<file path="src/rtl/mdu_exeunit.sv">
// mdu_exeunit: iterative RV32M multiply/divide unit with valid/ready handshake and flush
//   in_valid/in_ready/in_op/in_rs1/in_rs2/in_rd : operation request, accepted only in IDLE
//   out_valid/out_ready/out_result/out_rd       : result, held until accepted
//   flush aborts any operation; busy is high whenever the unit is not IDLE
module mdu_exeunit #(
    parameter int XLEN = 32,
    parameter int REGW = 5
) (
    input  logic            clk,
    input  logic            rst,
    input  logic            flush,
    input  logic            in_valid,
    output logic            in_ready,
    input  logic [2:0]      in_op,
    input  logic [XLEN-1:0] in_rs1,
    input  logic [XLEN-1:0] in_rs2,
    input  logic [REGW-1:0] in_rd,
    output logic            out_valid,
    input  logic            out_ready,
    output logic [XLEN-1:0] out_result,
    output logic [REGW-1:0] out_rd,
    output logic            busy
);
    localparam int CW = $clog2(XLEN) + 1;
    typedef enum logic [1:0] {S_IDLE, S_CALC, S_FIX, S_DONE} state_t;
    state_t          r_state;
    logic [2:0]      r_op;
    logic [REGW-1:0] r_rd;
    logic [XLEN-1:0] r_a, r_b, r_rem, r_result;
    logic [2*XLEN-1:0] r_acc;
    logic [CW-1:0]   r_cnt;
    logic            r_neg_res, r_neg_rem;
    logic            w_sa, w_sb, w_na, w_nb, w_div0, w_ovf, w_ge;
    logic [XLEN-1:0] w_ma, w_mb, w_spec, w_quo, w_rm, w_fix;
    logic [XLEN:0]   w_sum, w_shift, w_trial;
    logic [2*XLEN-1:0] w_prod;
    // rs1 is signed for MULH, MULHSU, DIV, REM; rs2 for MULH, DIV, REM
    assign w_sa   = (in_op == 3'd1) || (in_op == 3'd2) || (in_op[2] && !in_op[0]);
    assign w_sb   = (in_op == 3'd1) || (in_op[2] && !in_op[0]);
    assign w_na   = w_sa && in_rs1[XLEN-1];
    assign w_nb   = w_sb && in_rs2[XLEN-1];
    assign w_ma   = w_na ? -in_rs1 : in_rs1;
    assign w_mb   = w_nb ? -in_rs2 : in_rs2;
    assign w_div0 = in_op[2] && (in_rs2 == '0);
    assign w_ovf  = in_op[2] && !in_op[0] && (in_rs1 == {1'b1, {(XLEN-1){1'b0}}}) && (in_rs2 == '1);
    assign w_spec = w_div0 ? (in_op[1] ? in_rs1 : '1) : (in_op[1] ? '0 : in_rs1);
    // shift-add: acc holds {partial product, remaining multiplier bits}
    assign w_sum   = {1'b0, r_acc[2*XLEN-1:XLEN]} + (r_acc[0] ? {1'b0, r_a} : '0);
    // restoring divide: acc low half shifts dividend out and quotient bits in
    assign w_shift = {r_rem, r_acc[XLEN-1]};
    assign w_trial = w_shift - {1'b0, r_b};
    assign w_ge    = !w_trial[XLEN];
    assign w_prod  = r_neg_res ? -r_acc : r_acc;
    assign w_quo   = r_neg_res ? -r_acc[XLEN-1:0] : r_acc[XLEN-1:0];
    assign w_rm    = r_neg_rem ? -r_rem : r_rem;
    assign w_fix   = r_op[2] ? (r_op[1] ? w_rm : w_quo)
                             : ((r_op[1:0] == 2'd0) ? w_prod[XLEN-1:0] : w_prod[2*XLEN-1:XLEN]);
    always_ff @(posedge clk) begin
        if (rst) begin
            r_state   <= S_IDLE;
            r_op      <= '0;
            r_rd      <= '0;
            r_a       <= '0;
            r_b       <= '0;
            r_rem     <= '0;
            r_result  <= '0;
            r_acc     <= '0;
            r_cnt     <= '0;
            r_neg_res <= 1'b0;
            r_neg_rem <= 1'b0;
        end else if (flush) begin
            r_state <= S_IDLE;
        end else begin
            case (r_state)
                S_IDLE: if (in_valid) begin
                    r_op      <= in_op;
                    r_rd      <= in_rd;
                    r_a       <= w_ma;
                    r_b       <= w_mb;
                    r_acc     <= {{XLEN{1'b0}}, in_op[2] ? w_ma : w_mb};
                    r_rem     <= '0;
                    r_cnt     <= '0;
                    r_neg_res <= w_na ^ w_nb;
                    r_neg_rem <= w_na;
                    if (w_div0 || w_ovf) r_result <= w_spec;
                    r_state   <= (w_div0 || w_ovf) ? S_DONE : S_CALC;
                end
                S_CALC: begin
                    r_acc <= r_op[2] ? {r_acc[2*XLEN-1:XLEN], r_acc[XLEN-2:0], w_ge}
                                     : {w_sum, r_acc[XLEN-1:1]};
                    if (r_op[2]) r_rem <= w_ge ? w_trial[XLEN-1:0] : w_shift[XLEN-1:0];
                    r_cnt <= r_cnt + 1'b1;
                    if (r_cnt == CW'(XLEN - 1)) r_state <= S_FIX;
                end
                S_FIX: begin
                    r_result <= w_fix;
                    r_state  <= S_DONE;
                end
                default: if (out_ready) r_state <= S_IDLE;
            endcase
        end
    end
    assign in_ready   = (r_state == S_IDLE);
    assign out_valid  = (r_state == S_DONE);
    assign busy       = (r_state != S_IDLE);
    assign out_result = r_result;
    assign out_rd     = r_rd;
endmodule

</file>
<file path="config.mk">
export PLATFORM = sky130hd
export DESIGN_NAME = mdu_exeunit
export DESIGN_NICKNAME = d
export VERILOG_FILES = /design/src/rtl/mdu_exeunit.sv
export SDC_FILE = /design/constraint.sdc
export NUM_CORES = 1
export LEC_CHECK = 0
export ABC_AREA = 1
export ABC_CLOCK_PERIOD_IN_PS = 2500
export BUFFER_PORTS_ARGS = -buffer_cell sky130_fd_sc_hd__buf_2
export CAP_MARGIN = 20
export CORE_MARGIN = 2
export CORE_UTILIZATION = 45
export DETAILED_ROUTE_END_ITERATION = 12
export PLACE_DENSITY_LB_ADDON = 0.15
export SLEW_MARGIN = 20
export SYNTH_ARGS = -nofsm -noshare
export SYNTH_HDL_FRONTEND = slang
export SYNTH_SLANG_ARGS = --single-unit
</file>
<file path="constraint.sdc">
create_clock -name clk -period 2.5 [get_ports clk]
set_input_delay 0.5 -clock clk [delete_from_list [all_inputs] [get_ports clk]]
set_output_delay 0.5 -clock clk [all_outputs]
set_load 0.02 [all_outputs]
</file>
; ---- Word level (Yosys, flattened, before mapping)
; Cells that the tools add are included.
[totals]
mem_bits_ro = 0
mem_count = 0
reg_bits = 210
latchBits = 0
ramBits = 0
word_cells = 91
[op_classes]
magnitude_cmp = 0
n_shift = 0
n_mux = 30
n_mul = 0
n_eq_ne = 13
div_mod_pow = 0
addsub = 8
bitwise_logic = 2
n_reduce_logical = 26
[op_table]
columns = operator, n
row1 = 32-bit 2-to-1 mux, 17
row2 = 64-bit 2-to-1 mux, 3
row3 = 32-bit negation, 4
row4 = 32-bit one-hot mux with 2 select lines, 2
row5 = 64-bit one-hot mux with 2 select lines, 1
row6 = "32-bit equality test, second input constant", 2
row7 = 64-bit negation, 1
row8 = 32-bit by 32-bit adder with 33-bit output, 1
row9 = 33-bit by 32-bit subtractor with 33-bit output, 1
row10 = 32-bit zero test, 1
row11 = 6-bit one-hot mux with 2 select lines, 1
row12 = 4-bit AND reduction, 3
row13 = 3-bit AND reduction, 3
row14 = 2-bit 2-to-1 mux, 4
row15 = "2-bit inequality test, second input constant", 4
row16 = "6-bit by 1-bit adder with 6-bit output, second input constant", 1
row17 = "6-bit by 5-bit equality test with 1-bit output, second input constant", 1
row18 = 1-bit logical AND, 6
row19 = 6-bit 2-to-1 mux, 1
row20 = 2-bit one-hot mux with 3 select lines, 1
row21 = 2-bit nonzero test, 3
row22 = "2-bit equality test, second input constant", 2
row23 = 2-bit zero test, 2
row24 = 1-bit logical OR, 4
row25 = 9 further kinds, 10

; ---- Longest topological paths before layout
[depth]
ltp_word = 8
depth_mapped = 19

; ---- Least setup slack after synthesis
; No wires, ideal clock.
[synth_timing]
kind = reg2reg
from = register r_acc[0]
to = register r_acc[51]
path_slack_ps = -174
path_stages_with_launch = 15
arrival_time_ps = 2541
setup_time_ps = 132
path_buffers = 2
synth_period_minus_slack_ps = 2674
path_cell_list = dfxtp_1 -> buf_2 -> clkbuf_1 -> nand2_1 -> inv_1 -> ha_1 -> inv_1 -> fa_1 -> o21ai_0 -> a21oi_1 -> o21ai_0 -> a21oi_1 -> or2_2 -> nand3_1 -> a21oi_1
[synth_via]
elab_chain_cells = 4
[synth_rtl]
columns = item, line
row1 = start: declaration, 30  ; logic [2*XLEN-1:0] r_acc;
row2 = start signal: assignment, 80  ; r_acc <= {{XLEN{1'b0}}, in_op[2] ? w_ma : w_mb};
row3 = start signal: assignment, 89  ; r_acc <= r_op[2] ? {r_acc[2*XLEN-1:XLEN], r_acc[XLEN-2:0], w_ge}
row4 = 32-bit 2-to-1 mux, 48  ; assign w_sum = {1'b0, r_acc[2*XLEN-1:XLEN]} + (r_acc[0] ? {1'b0, r_a} : '0);
row5 = 32-bit by 32-bit adder with 33-bit output, 48
row6 = 64-bit 2-to-1 mux, 89
row7 = 64-bit one-hot mux with 2 select lines, 74  ; case (r_state)
; Every way passes these cells. The select of a mux whose other input is x is not followed.
; A chain may end at the register's enable or synchronous reset.

; ---- Final worst setup path
[layout_timing]
from = register r_acc[0]
to = register r_acc[44]
; The elaborated chain is that of the path after synthesis.

==> results.md <==
- Max frequency: between 0.4 and 0.5 GHz
- Placed Area: 22850 um2
- Global Route Usage Sum: about two fifths
- Combinational share of power: between 30% and 40%
- Die Span Y: around 210 um
- Critical path data arrival time: approximately 3.0 ns
- Via Count: approximately 25000
- Synth Register Bits: 210
- WL final: 93.24 mm
- Clock buffer count from CTS: 26
- Crit path capture type: register
- Routed length per instance: between 20 and 25 um
- GP Congestion: roughly 1.1
- DR iter-0 viols: ~3400
- Leak: around 12 nW
- Top Family by Delay on Critical Path: compound AO/OA/AOI/OAI gates
- Worst-case clock buffer depth: 3
- Syn_area_per_cell: between 5 and 6 um2
- Req. time, crit path: 3.02 ns
- Slew @ Worst Pin: roughly 0.7 ns
- Nets: just under 4000
- Crit-path max FO: 23
- Non-Filler Instances: around 4400
- Final Max Slew Viols: 0
- Tcrit/Tclk final: 99.58%
- Number of port buffers: about 120
- Cts hold-fix bufs: 0
- HP Class: input port to register
- Sinks on Clock Net: 210
- Crit start category: register
- Dpl ws: -0.1640 ns
- Final Hold Viols: 0
- TritonCTS clock tree: built
- RSZ-0062 raised after global routing: true
- Antenna viol nets, final: 0
- Cell Area, Synth: 19960 um2
- Num rows: 77
- Critical R2R Launch: r_acc[0]$_SDFFE_PP0P_
- CP Cell Sequence: buf_12, nand2_1, inv_1, ha_1, a21oi_1, o21ai_0, nor2_1, inv_1, nand2_1, nand2_1, nand2_2, nand2_2, buf_4, a21boi_0, o21ai_0, a21oi_1
- Pre-antenna DRT Iters: 7
- Most used cell, CP: nand2_1
- Reg2reg setup slack: between 0.01 and 0.015 ns
- Initial antenna violation count: 0
- Mapped Cells: ~3500
- Final min period: 2.490 ns
- WS Path Type: register to register
- Share of async-settable or async-resettable flops after synthesis: 0%
- Synth area leaders: dfxtp_1 21%, nand2_1 18%, nand3_1 9.2%
- Worst Slack Setup Final: about 0.010 ns
- Post-synthesis net count: 3651
- Starting Density: between 40% and 50%
- Worst setup path startpoint: r_acc[0]$_SDFFE_PP0P_
- IO Pins: around 120
- Count leader, synth: nand2_1
- Die ar.: approximately 46000 um2
- Critical-path top delay cell: dfxtp_2
- CP max stage delay: between 0.3 and 0.4 ns
- Power share of the sequential group: 33.5%
- Max Clock Skew: slightly below 0.03 ns
- Post-DR vias/cell: 5.803
- DPL Wire Length: 75.32 mm
- Core area: ~44000 um2
- Slew margin rel.: 51.98%
- Post-synth EDFFs: 0
- Hold Startpoint: in_rd[2]
- Sum of buffers and inverters on the critical path: 4
- Total power draw: about 11 mW
- CTS HTree Levels: 1
- Yosys top cell by area: dfxtp_1
- Vias in the first global route: 22870
- Status: completed
- Main synth FF type: dfxtp_1
- First-pass GRT wire length: 137.0 mm
- Peak VDD IR: roughly 0.00049 V
- Clock share of power: a little over a third
- Max_cap viols: 0
- Int Power: roughly 6.9 mW
- Final setup fails: 0
- Synth top cells by count: 956 x nand2_1, 410 x nor2_1, 384 x inv_1, 365 x nand3_1, 253 x a21oi_1
- Clk pin slew, worst setup/hold paths: 0.06 ns
- Synth Warn #: 0
- Net Sw Frac: between 30% and 40%
- DRC: 0
- Die X: approximately 210 um
- Share of the synthesized area in the top cell type: 21.06%
- Largest net degree at the start of global routing: 73
- Finished Core Util: about 55%
- Area Overhead vs Synth: 20.58%
- Yosys cell types: 50
- Skew-Pair Late Insertion Delay: roughly 0.60 ns
- Finished Cell Area: 24060 um2
- Post-synthesis sequential area ratio: 21.06%
- Switching pwr: ~4.3 mW
- Post-Place Cells: 4326
- Global route total overflow: 0
- Root cell of the clock tree: clkbuf_16
- Pwr per Cell Area: around 460 nW/um2
- Layout cells sized above 1: 15.24%
registers in the layout (all words and copies together) (netlist names):
| name | flops |
|---|---|
| out_rd | 5 |
| out_result | 32 |
| r_a | 32 |
| r_acc | 64 |
| r_b | 32 |
| r_cnt | 6 |
| r_neg_rem | 1 |
| r_neg_res | 1 |
| r_op | 3 |
| r_rem | 32 |
| r_state | 2 |
worst paths after layout:
kind | cells past startpoint | endpoint
worst max-delay path | 16 | r_acc[44]$_SDFFE_PP0P_
worst min-delay path | 3 | out_rd[2]$_SDFFE_PP0P_
worst max register to register | 16 | r_acc[44]$_SDFFE_PP0P_
worst min register to register | 2 | out_result[9]$_SDFFE_PP0P_
cells by family after synthesis:
| group | after synthesis | share of synthesized area [%] |
|---|---|---|
| AOI/OAI and AO/OA | 664 | 18.69 |
| and+or+nand+nor | 1916 | 40.97 |
| adders and majority gates | 77 | 4.903 |
| xor gates and xnor gates | 83 | 3.642 |
| DFF | 210 | 21.06 |
| buffers and inverters | 547 | 10.73 |
layout by cell type (no fill, tap or decap), drive strengths merged:
master,n
a211oi,4
a21boi,12
a21o,8
a21oi,254
a221oi,22
a22oi,10
a31oi,13
and3,1
buf,392
bufinv,2
clkbuf,38
clkinv,8
clkinvlp,1
dfxtp,210
diode,2
fa,2
ha,75
inv,395
nand2,966
nand3,366
nand3b,31
nand4,51
nor2,441
nor3,28
nor3b,2
nor4,9
o2111ai,2
o211ai,61
o21a,10
o21ai,254
o21bai,11
o31ai,3
or2,21
xnor2,21
xor2,62
worst min-delay path, delay by kind of cell:
| family | cells | cell delay (ns) |
|---|---|---|
| AO/OA/AOI/OAI | 1 | 0.07 |
| buffers and inverters | 1 | 0.08 |
| AND/OR/NAND/NOR | 1 | 0.07 |
per-stage QoR:
step,hold WS (ns),TNS [ns]
floorplan,0.4583,0
global placement,0.4502,-1.689
detailed placement,0.4522,-4.967
CTS,0.1598,0
global route,0.1816,-0.7499
finish,0.1726,0
layout make-up:
type,instances,area [um2]
fillers,4602,19960
clock inverters,9,122.6
repair buffers,394,2897
flip-flops and latches,210,4209
diodes,2,5.005
clock buffers,36,738.2
inverters,397,1493
well taps,592,740.7
multi-input cells,2740,13860
repair_timing:
action | in CTS | in global routing
endpoints found under the setup margin | 59 | 84
cloned | 0 | 4
pin swaps | 0 | 7
endpoints found under the hold margin | 0 | 0
resized for setup | 7 | 77
setup buffers | 0 | 4
power by group through the flow:
stage          Sequential, mW  Combinational [mW]  Clock [mW]
2_1_floorplan            3.70                2.01           0
3_3_place_gp             3.77                3.26           0
3_5_place_dp             3.78                3.29           0
4_1_cts                  3.70                3.31        3.96
5_1_grt                  3.73                3.76        4.09
6_report                 3.73                3.48        3.94
per-layer routing:
metal  wire, um  GRT usage (%)  up-vias
li1           -              -    12030
met5          0              0        -
met3      12230          11.33      203
met2      36790          54.71     1467
met4       3590          12.94        0
met1      40620          55.34    11720
Note: power is estimated with default switching activity, not from simulation.
